File: src/rtl/ysyx_25020037_ifu_pkg.sv
// Shared configuration for the instruction fetch unit: bus width, reset PC
// and the FSM state encoding.
package ysyx_25020037_ifu_pkg;

    localparam int          FU_TO_DU_BUS_WD = 64;
    localparam logic [31:0] RESET_PC_DEF    = 32'h8000_0000;

    typedef enum logic [1:0] {
        ST_REQ  = 2'd0,
        ST_WAIT = 2'd1,
        ST_HOLD = 2'd2
    } ifu_state_e;

    // Redirect targets are forced onto a word boundary; no exception is raised.
    function automatic logic [31:0] align_word(input logic [31:0] addr);
        return {addr[31:2], 2'b00};
    endfunction

endpackage

File: src/rtl/ysyx_25020037_ifu.sv
// Instruction fetch unit: owns the PC, issues one fetch at a time and hands
// {pc, inst} to decode; accepts one-cycle redirects from execute.
module ysyx_25020037_ifu
    import ysyx_25020037_ifu_pkg::*;
#(
    parameter logic [31:0] RESET_PC = RESET_PC_DEF
) (
    input  logic                       clk,
    input  logic                       rst,
    output logic                       ifu_req_valid,
    input  logic                       ifu_req_ready,
    output logic [31:0]                ifu_req_addr,
    input  logic                       ifu_rsp_valid,
    input  logic [31:0]                ifu_rsp_data,
    output logic                       ifu_valid,
    input  logic                       idu_ready,
    output logic [FU_TO_DU_BUS_WD-1:0] fu_to_du_bus,
    input  logic                       exu_dnpc_valid,
    input  logic [31:0]                exu_dnpc
);

    // Handshakes: a transfer happens on a rising edge where valid & ready are
    // both high; a producer never drops valid or changes its payload before
    // that edge. One response returns per accepted request.

    ifu_state_e                 state_q, state_d;
    logic [31:0]                pc_q, pc_d;
    logic                       req_valid_q, req_valid_d;
    logic [31:0]                req_addr_q, req_addr_d;
    logic                       ifu_valid_q, ifu_valid_d;
    logic [FU_TO_DU_BUS_WD-1:0] bus_q, bus_d;
    logic                       discard_q, discard_d;
    logic                       pend_q, pend_d;
    logic [31:0]                dnpc_aligned;

    assign dnpc_aligned = align_word(exu_dnpc);

    always_ff @(posedge clk or negedge rst) begin
        if (!rst) begin
            state_q     <= ST_REQ;
            pc_q        <= RESET_PC;
            req_valid_q <= 1'b0;
            req_addr_q  <= RESET_PC;
            ifu_valid_q <= 1'b0;
            bus_q       <= '0;
            discard_q   <= 1'b0;
            pend_q      <= 1'b0;
        end else begin
            state_q     <= state_d;
            pc_q        <= pc_d;
            req_valid_q <= req_valid_d;
            req_addr_q  <= req_addr_d;
            ifu_valid_q <= ifu_valid_d;
            bus_q       <= bus_d;
            discard_q   <= discard_d;
            pend_q      <= pend_d;
        end
    end

    always_comb begin
        state_d     = state_q;
        pc_d        = pc_q;
        req_valid_d = req_valid_q;
        req_addr_d  = req_addr_q;
        ifu_valid_d = ifu_valid_q;
        bus_d       = bus_q;
        discard_d   = discard_q;
        pend_d      = pend_q;

        case (state_q)
            ST_REQ: begin
                if (!req_valid_q) begin
                    // Entry cycle: nothing presented yet, so a redirect can
                    // simply retarget the request about to be launched.
                    if (exu_dnpc_valid) begin
                        pc_d       = dnpc_aligned;
                        req_addr_d = dnpc_aligned;
                    end else begin
                        req_addr_d = pc_q;
                    end
                    req_valid_d = 1'b1;
                end else begin
                    if (exu_dnpc_valid) begin
                        pc_d   = dnpc_aligned;
                        pend_d = 1'b1;
                    end
                    if (ifu_req_ready) begin
                        req_valid_d = 1'b0;
                        state_d     = ST_WAIT;
                        discard_d   = exu_dnpc_valid | pend_q;
                        pend_d      = 1'b0;
                    end
                end
            end

            ST_WAIT: begin
                if (exu_dnpc_valid) begin
                    pc_d = dnpc_aligned;
                    if (ifu_rsp_valid) begin
                        discard_d = 1'b0;
                        state_d   = ST_REQ;
                    end else begin
                        discard_d = 1'b1;
                    end
                end else if (ifu_rsp_valid) begin
                    if (discard_q) begin
                        discard_d = 1'b0;
                        state_d   = ST_REQ;
                    end else begin
                        bus_d       = {pc_q, ifu_rsp_data};
                        ifu_valid_d = 1'b1;
                        state_d     = ST_HOLD;
                    end
                end
            end

            ST_HOLD: begin
                // A redirect beats a same-cycle consume: no pc + 4 then.
                if (exu_dnpc_valid) begin
                    pc_d        = dnpc_aligned;
                    ifu_valid_d = 1'b0;
                    state_d     = ST_REQ;
                end else if (idu_ready) begin
                    pc_d        = pc_q + 32'd4;
                    ifu_valid_d = 1'b0;
                    state_d     = ST_REQ;
                end
            end

            default: begin
                state_d     = ST_REQ;
                req_valid_d = 1'b0;
                ifu_valid_d = 1'b0;
                discard_d   = 1'b0;
                pend_d      = 1'b0;
            end
        endcase
    end

    assign ifu_req_valid = req_valid_q;
    assign ifu_req_addr  = req_addr_q;
    assign ifu_valid     = ifu_valid_q;
    assign fu_to_du_bus  = bus_q;

endmodule

File: config.mk
export PLATFORM = sky130hd
export DESIGN_NAME = ysyx_25020037_ifu
export DESIGN_NICKNAME = d
export VERILOG_FILES = /design/src/rtl/ysyx_25020037_ifu_pkg.sv /design/src/rtl/ysyx_25020037_ifu.sv
export SDC_FILE = /design/constraint.sdc
export NUM_CORES = 1
export LEC_CHECK = 0
export CORE_UTILIZATION = 35
export CTS_BUF_LIST = sky130_fd_sc_hd__clkbuf_8 sky130_fd_sc_hd__clkbuf_16
export DETAILED_ROUTE_END_ITERATION = 10
export GPL_ROUTABILITY_DRIVEN = 1
export HOLD_SLACK_MARGIN = 0.08
export PLACE_DENSITY = 0.66
export SLEW_MARGIN = 20
export SYNTH_ARGS = -nofsm -noshare
export SYNTH_HDL_FRONTEND = slang
export SYNTH_SLANG_ARGS = --single-unit
File: constraint.sdc
create_clock -name clk -period 2.5 [get_ports clk]
set_clock_uncertainty 0.15 [all_clocks]
set_input_delay 0.5 -clock clk [delete_from_list [all_inputs] [get_ports clk]]
set_output_delay 0.5 -clock clk [all_outputs]
set_load 0.02 [all_outputs]
==> results.toml, run 1 <==
[run_status]
run_status = "finished clean"

[yosys]
ys.warnings.count = 0
post_synth.cell_area_avg_sq_um = 10.6
synthesis.area_sq_um = 6280
synthDistinctLibCells = 48
edff_count_synth = 0
mappedNetlistNets = 668
syn-instance-count = 594
synth.yosys.seq_area_share_pct = 53.5
postSynth.asyncResetShare_pct = 100
postSynthRegisterBits = 134
synth-main-ff-cell = "dfrtp_1"

[clock_network]
cts_tree = "yes"
cts.htree.levels = 4
clock_insertion_delay_worst_skew_ps = 410
cts.sinks = 134
cts_made_buffers = 17
clock_path_buffers = 2
cts_root_buf = "clkbuf_16"
clk_pin_slew_worst_paths_ps = 60

[timing]
setup_violations = 0
fin_crit_ps = 2370
grt_setup_unrepaired = "false"
fin_tns_setup_ps = 0
achievable-frequency_mhz = 422
max-slew-margin-rel_pct = 58.7
final-max-slew-violation-count = 0
worst-slew-pin-transition_ps = 619
tcrit_tclk_final_pct = 94.9
worst_slack_ps = 128
hold_viol = 0

[power]
post-layout-total-power_mw = 12.3
ir_worst_vdd_mv = 0.587
leakagePower_nw = 3.74
sw_frac_of_total_pct = 38.7
clock_power_share_pct = 19.7
power.combinational.fraction_pct = 47.0
reg_power_share_pct = 33.3
powerDensity_nw_per_um2 = 1370
power_dissipated_by_switching_net_loads_mw = 4.75
p_int_mw = 7.53

[global_routing]
grt_util_all_layers_pct = 19.2
grt.overflow.total = 0
first_global_vias = 5417
grt_pass1_wl_mm = 27.6
antenna_violations_before_repair = 0
grt_max_degree = 57

[routing]
routedLengthMet1_mm = 7.59
finalWirelength_mm = 17.1
vias_per_cell = 5.25
drc_markers = 0
routed-via-count = 5276
wl_met3_mm = 1.14
top_layer_used = "met4"
route.detailed.wl_per_inst_um = 17.0
detailedRoute.firstPassIterationCount = 5
detail-route-antenna-nets = 0
detailroute.wirelength.met2_mm = 8.10
detailedRoute.firstIterationViolations = 277

[die]
die_h_um = 136
start_util_pct = 36.0
dieWidth_um = 136
floorplan.die_area_sq_um = 18500
core_footprint_sq_um = 17400
placement_rows = 48
ioPinCount = 168

[placed_design]
dpl_worst_slack_ps = 43.9
gp_congestion = 0.798
port_buffers = 165
numPlacedInstances = 974
dp_hpwl_mm = 12.4

[final_layout]
insertedDiodeCount = 0
final_util_pct = 51.3
final_nets = 843
combined_area_of_the_multi_input_logic_cells_sq_um = 2720
area.growth.synth_to_final_pct = 42.4
seqCellArea_sq_um = 3360
layout.filler_cells = 1544
final-instance-count-excl-fill = 1005
layout-drive-gt1-share_pct = 17.6

[run]
max_cap_violations = 0

[worst_setup_path]
crit_path_dat_ps = 2520
cp_data_required_time_ps = 2650
ff2ff_setup_slack_ps = 130
path_class = "reg2reg"
critical_path.startpoint_type = "flip-flop"
crit_path_end_kind = "flip-flop"
critical_path.max_fanout = 5

[worst_hold_path]
timing.hold.worst.class = "reg2reg"
==> stage by stage <==
step / area, sq um / hold slack, ps
floorplan: 6280 / 54.4
global placement: 8350 / 305
detailed placement: 8350 / 316
CTS: 8930 / 332
global route: 8940 / 364
finish: 8940 / 325
==> flip-flops by register name (all words and copies together) (netlist names) <==
register and count:
discard_q 1, fu_to_du_bus 64, ifu_req_addr 32, ifu_req_valid 1, ifu_valid 1, pc_q 32
pend_q 1, state_q 2
==> power by group through the flow <==
stage          combinational, mW  clock, mW  sequential (mW)
2_1_floorplan               2.39          0             4.77
3_3_place_gp                5.64          0             4.06
3_5_place_dp                5.79          0             4.12
4_1_cts                     5.81       2.48             4.10
5_1_grt                     6.23       2.58             4.24
6_report                    5.77       2.42             4.09
==> cells in the final DEF (no fill, tap or decap), drive strengths merged, types with 13 or more instances in the layout <==
cell type	count
clkdlybuf4s50	163
dfrtp	132
mux2	64
nand2	64
o21ai	50
a21oi	44
buf	35
nand3	21
clkbuf	20
nor2b	16
and3	16
or4	15
inv	13
==> Yosys cell counts (2+ instances only) <==
cell,instances,share of area [%]
dfrtp_1,132,53
mux2_2,64,11
nand2_1,64,3.8
o21ai_0,50,4.0
a21oi_1,44,3.5
clkbuf_1,37,2.2
nand3_1,21,1.7
and3_1,16,1.6
nor2b_1,16,1.6
or4_1,14,1.7
inv_1,12,0.72
a21boi_0,10,1.2
nor2_1,10,0.60
a31oi_1,9,0.90
nand4_1,9,0.90
o31ai_1,8,0.96
o22ai_1,7,0.70
nor3_1,6,0.48
buf_2,5,0.40
mux2i_1,5,0.80
a22o_1,4,0.56
ha_1,4,0.80
a211o_1,3,0.42
a21o_1,3,0.36
nor4_1,3,0.30
o211ai_1,3,0.36
o311ai_0,3,0.42
o32ai_1,3,0.42
o41ai_1,3,0.42
or3_1,3,0.30
and2_1,2,0.20
and4_1,2,0.28
dfstp_2,2,0.84
nand2b_1,2,0.20
nand4b_1,2,0.28
==> cells by family after synthesis <==
logic type / share of synthesized area (%)
multiplexers: 12.3
XOR/XNOR: 0.140
adder cells (fa/ha/maj): 0.797
AND/OR/NAND/NOR: 15.1
buffers and inverters: 3.39
AO/OA/AOI/OAI: 14.9
flip-flops: 53.5
==> critical path: stages, from the launching register on <==
cell      delay [ps]
dfrtp_1          380
inv_1            100
ha_1             260
nand4b_2         140
or4_4            440
or4_1            530
o311ai_1         260
==> worst paths after layout <==
path | from | endpoint | cells after the start
min in group asynchronous | rst | ifu_req_addr[7]$_DFFE_PN0P_ | 2
worst min-delay path | ifu_req_addr[14]$_DFFE_PN0P_ | ifu_req_addr[14]$_DFFE_PN0P_ | 2
worst max register to register | state_q[0]$_DFFE_PN0P_ | pc_q[28]$_DFFE_PN0P_ | 6
max in group asynchronous | rst | pc_q[11]$_DFFE_PN0P_ | 3
worst min register to register | ifu_req_addr[14]$_DFFE_PN0P_ | ifu_req_addr[14]$_DFFE_PN0P_ | 2
worst max-delay path | state_q[0]$_DFFE_PN0P_ | pc_q[28]$_DFFE_PN0P_ | 6
==> metal layers <==
metal / up-vias / GRT usage (%)
met5: - / 0
met4: 0 / 5.99
met3: 23 / 5.82
met2: 188 / 30.6
met1: 2542 / 25.0
li1: 2523 / -
==> timing repair <==
item / CTS / global route
setup buffers: 0 / 0
endpoints found under the hold margin: 40 / 0
hold buffers: 1 / 0
gates resized for setup: 0 / 1
endpoints found under the setup margin: 0 / 4
==> area by class of cell <==
cell class | instances | area share, %
clock inverter | 10 | 1.19
tap | 225 | 3.15
clock buffer | 20 | 5.22
timing repair buffer | 199 | 22.0
multi-input combinational | 405 | 30.4
inverter | 12 | 0.504
sequential | 134 | 37.5
Power figures use the tool's default switching activity.
==> run 2, diff against run 1 <==
--- a/config.mk
+++ b/config.mk
@@ -5,12 +5,14 @@
 export SDC_FILE = /design/constraint.sdc
 export NUM_CORES = 1
 export LEC_CHECK = 0
-export CORE_UTILIZATION = 35
+export CELL_PAD_IN_SITES_DETAIL_PLACEMENT = 0
+export CELL_PAD_IN_SITES_GLOBAL_PLACEMENT = 1
+export CORE_UTILIZATION = 34
 export CTS_BUF_LIST = sky130_fd_sc_hd__clkbuf_8 sky130_fd_sc_hd__clkbuf_16
 export DETAILED_ROUTE_END_ITERATION = 10
 export GPL_ROUTABILITY_DRIVEN = 1
 export HOLD_SLACK_MARGIN = 0.08
-export PLACE_DENSITY = 0.66
+export PLACE_DENSITY = 0.8
 export SLEW_MARGIN = 20
 export SYNTH_ARGS = -nofsm -noshare
 export SYNTH_HDL_FRONTEND = slang
==> results.toml, run 2 (synthesis gave the netlist of run 1 again) <==
[clock_network]
clock_insertion_delay_worst_skew_ps = 420
cts_root_buf = "clkbuf_16"
cts.sinks = 134
clock_path_buffers = 2
cts_made_buffers = 17
cts_tree = "yes"
cts.htree.levels = 4
clk_pin_slew_worst_paths_ps = 60
post_cts_buffers = 0

[timing]
setup_violations = 0
worst-slew-pin-transition_ps = 774
achievable-frequency_mhz = 418
worst_slack_ps = 105
tcrit_tclk_final_pct = 95.8
max-slew-margin-rel_pct = 47.9
fin_crit_ps = 2390
fin_tns_setup_ps = 0
final-max-slew-violation-count = 0
grt_setup_unrepaired = "false"
hold_viol = 0

[worst_setup_path]
critical_path.startpoint_type = "flip-flop"
worst_reg2reg_path_startpoint = "state_q[0]$_DFFE_PN0P_"
ff2ff_setup_slack_ps = 110
path_class = "reg2reg"
crit_path_dat_ps = 2580
critical_path.max_fanout = 8
cp_data_required_time_ps = 2690
crit_path_end_kind = "flip-flop"
startpoint = "state_q[0]$_DFFE_PN0P_"

[routing]
detailedRoute.firstIterationViolations = 281
detail-route-antenna-nets = 0
routed-via-count = 5269
finalWirelength_mm = 17.6
detailedRoute.firstPassIterationCount = 4
route.detailed.wl_per_inst_um = 17.4
vias_per_cell = 5.22
drc_markers = 0

[die]
start_util_pct = 34.8
floorplan.die_area_sq_um = 19000
core_footprint_sq_um = 18000
ioPinCount = 168
placement_rows = 49
dieWidth_um = 138
die_h_um = 138

[power]
leakagePower_nw = 3.73
ir_worst_vdd_mv = 0.659
powerDensity_nw_per_um2 = 1380

[final_layout]
final_util_pct = 49.6
final_nets = 842
insertedDiodeCount = 0
layout-drive-gt1-share_pct = 17.7
most_common_cell_after_layout_fill_and_taps_aside = "clkdlybuf4s50_1"
largest_reg_flops = 64
area.growth.synth_to_final_pct = 42.5
top_library_cells_by_usage_in_the_layout_fill_and_taps_aside = "163 x clkdlybuf4s50_1, 132 x dfrtp_1, 64 x mux2_2, 63 x nand2_1, 50 x o21ai_0"
final_area_sq_um = 8940

[global_routing]
grt_util_all_layers_pct = 19.1
grt.overflow.total = 0
first_global_vias = 5302
grt_max_degree = 60
grt_pass1_wl_mm = 27.8
antenna_violations_before_repair = 0

[worst_hold_path]
hold_path.startpoint = "ifu_req_addr[23]$_DFFE_PN0P_"
timing.hold.worst.class = "reg2reg"

[run]
max_cap_violations = 0

[placed_design]
gp_congestion = 0.838
port_buffers = 165
placed_cell_area_sq_um = 8350
dp_hpwl_mm = 12.4
dpl_worst_slack_ps = 30.5

[run_status]
run_status = "finished clean"
==> run 2: per-layer routing <==
metal / vias up / wire length (um) / global-route usage, %
met5: - / 0 / 0
met4: 0 / 262 / 7.07
met3: 16 / 861 / 4.13
met2: 147 / 8490 / 31.0
met1: 2572 / 7980 / 25.0
li1: 2534 / - / -
==> run 2: worst paths after layout <==
check | to | cells past startpoint
setup / recovery | pc_q[27]$_DFFE_PN0P_ | 6
hold / removal | ifu_req_addr[23]$_DFFE_PN0P_ | 2
setup reg to reg | pc_q[27]$_DFFE_PN0P_ | 6
hold reg to reg | ifu_req_addr[23]$_DFFE_PN0P_ | 2
max in group asynchronous | pc_q[22]$_DFFE_PN0P_ | 3
min in group asynchronous | fu_to_du_bus[30]$_DFFE_PN0P_ | 2
==> run 2: metrics by stage <==
stage	hold WS [ps]	total power [mW]	std cells
after detailed placement	318	9.93	977
after global routing	348	13.2	1010
after floorplan	54.4	7.17	594
final	323	12.4	1010
after CTS	335	12.5	1010
after global placement	311	9.77	977
==> run 2: area by class of cell <==
| cell class | instances | area, sq um |
|---|---|---|
| Fill cell | 1636 | 9080 |
| Sequential cell | 134 | 3360 |
| Clock inverter | 15 | 156 |
| Clock buffer | 17 | 425 |
| Timing Repair Buffer | 198 | 1960 |
| Inverter | 12 | 45.0 |
| Multi-Input combinational cell | 405 | 2720 |
| Tap cell | 229 | 287 |
==> run 2: critical path, cell delays in order (launching register included) <==
cell	delay, ps
dfrtp_1	390
inv_1	110
ha_1	250
nand3_1	150
or4_4	570
or4_1	490
o211ai_1	180
==> run 2: where the power goes <==
part,switching [mW],leakage [nW],internal (mW)
clock network,0.994,0.277,1.47
logic,3.00,1.83,2.80
registers,0.854,1.63,3.22
==> run 2: repair_timing <==
item,in CTS,in global routing
endpoints found under the setup margin,1,0
hold endpoints to repair,54,0
hold buffers,1,0
gates resized for setup,1,0
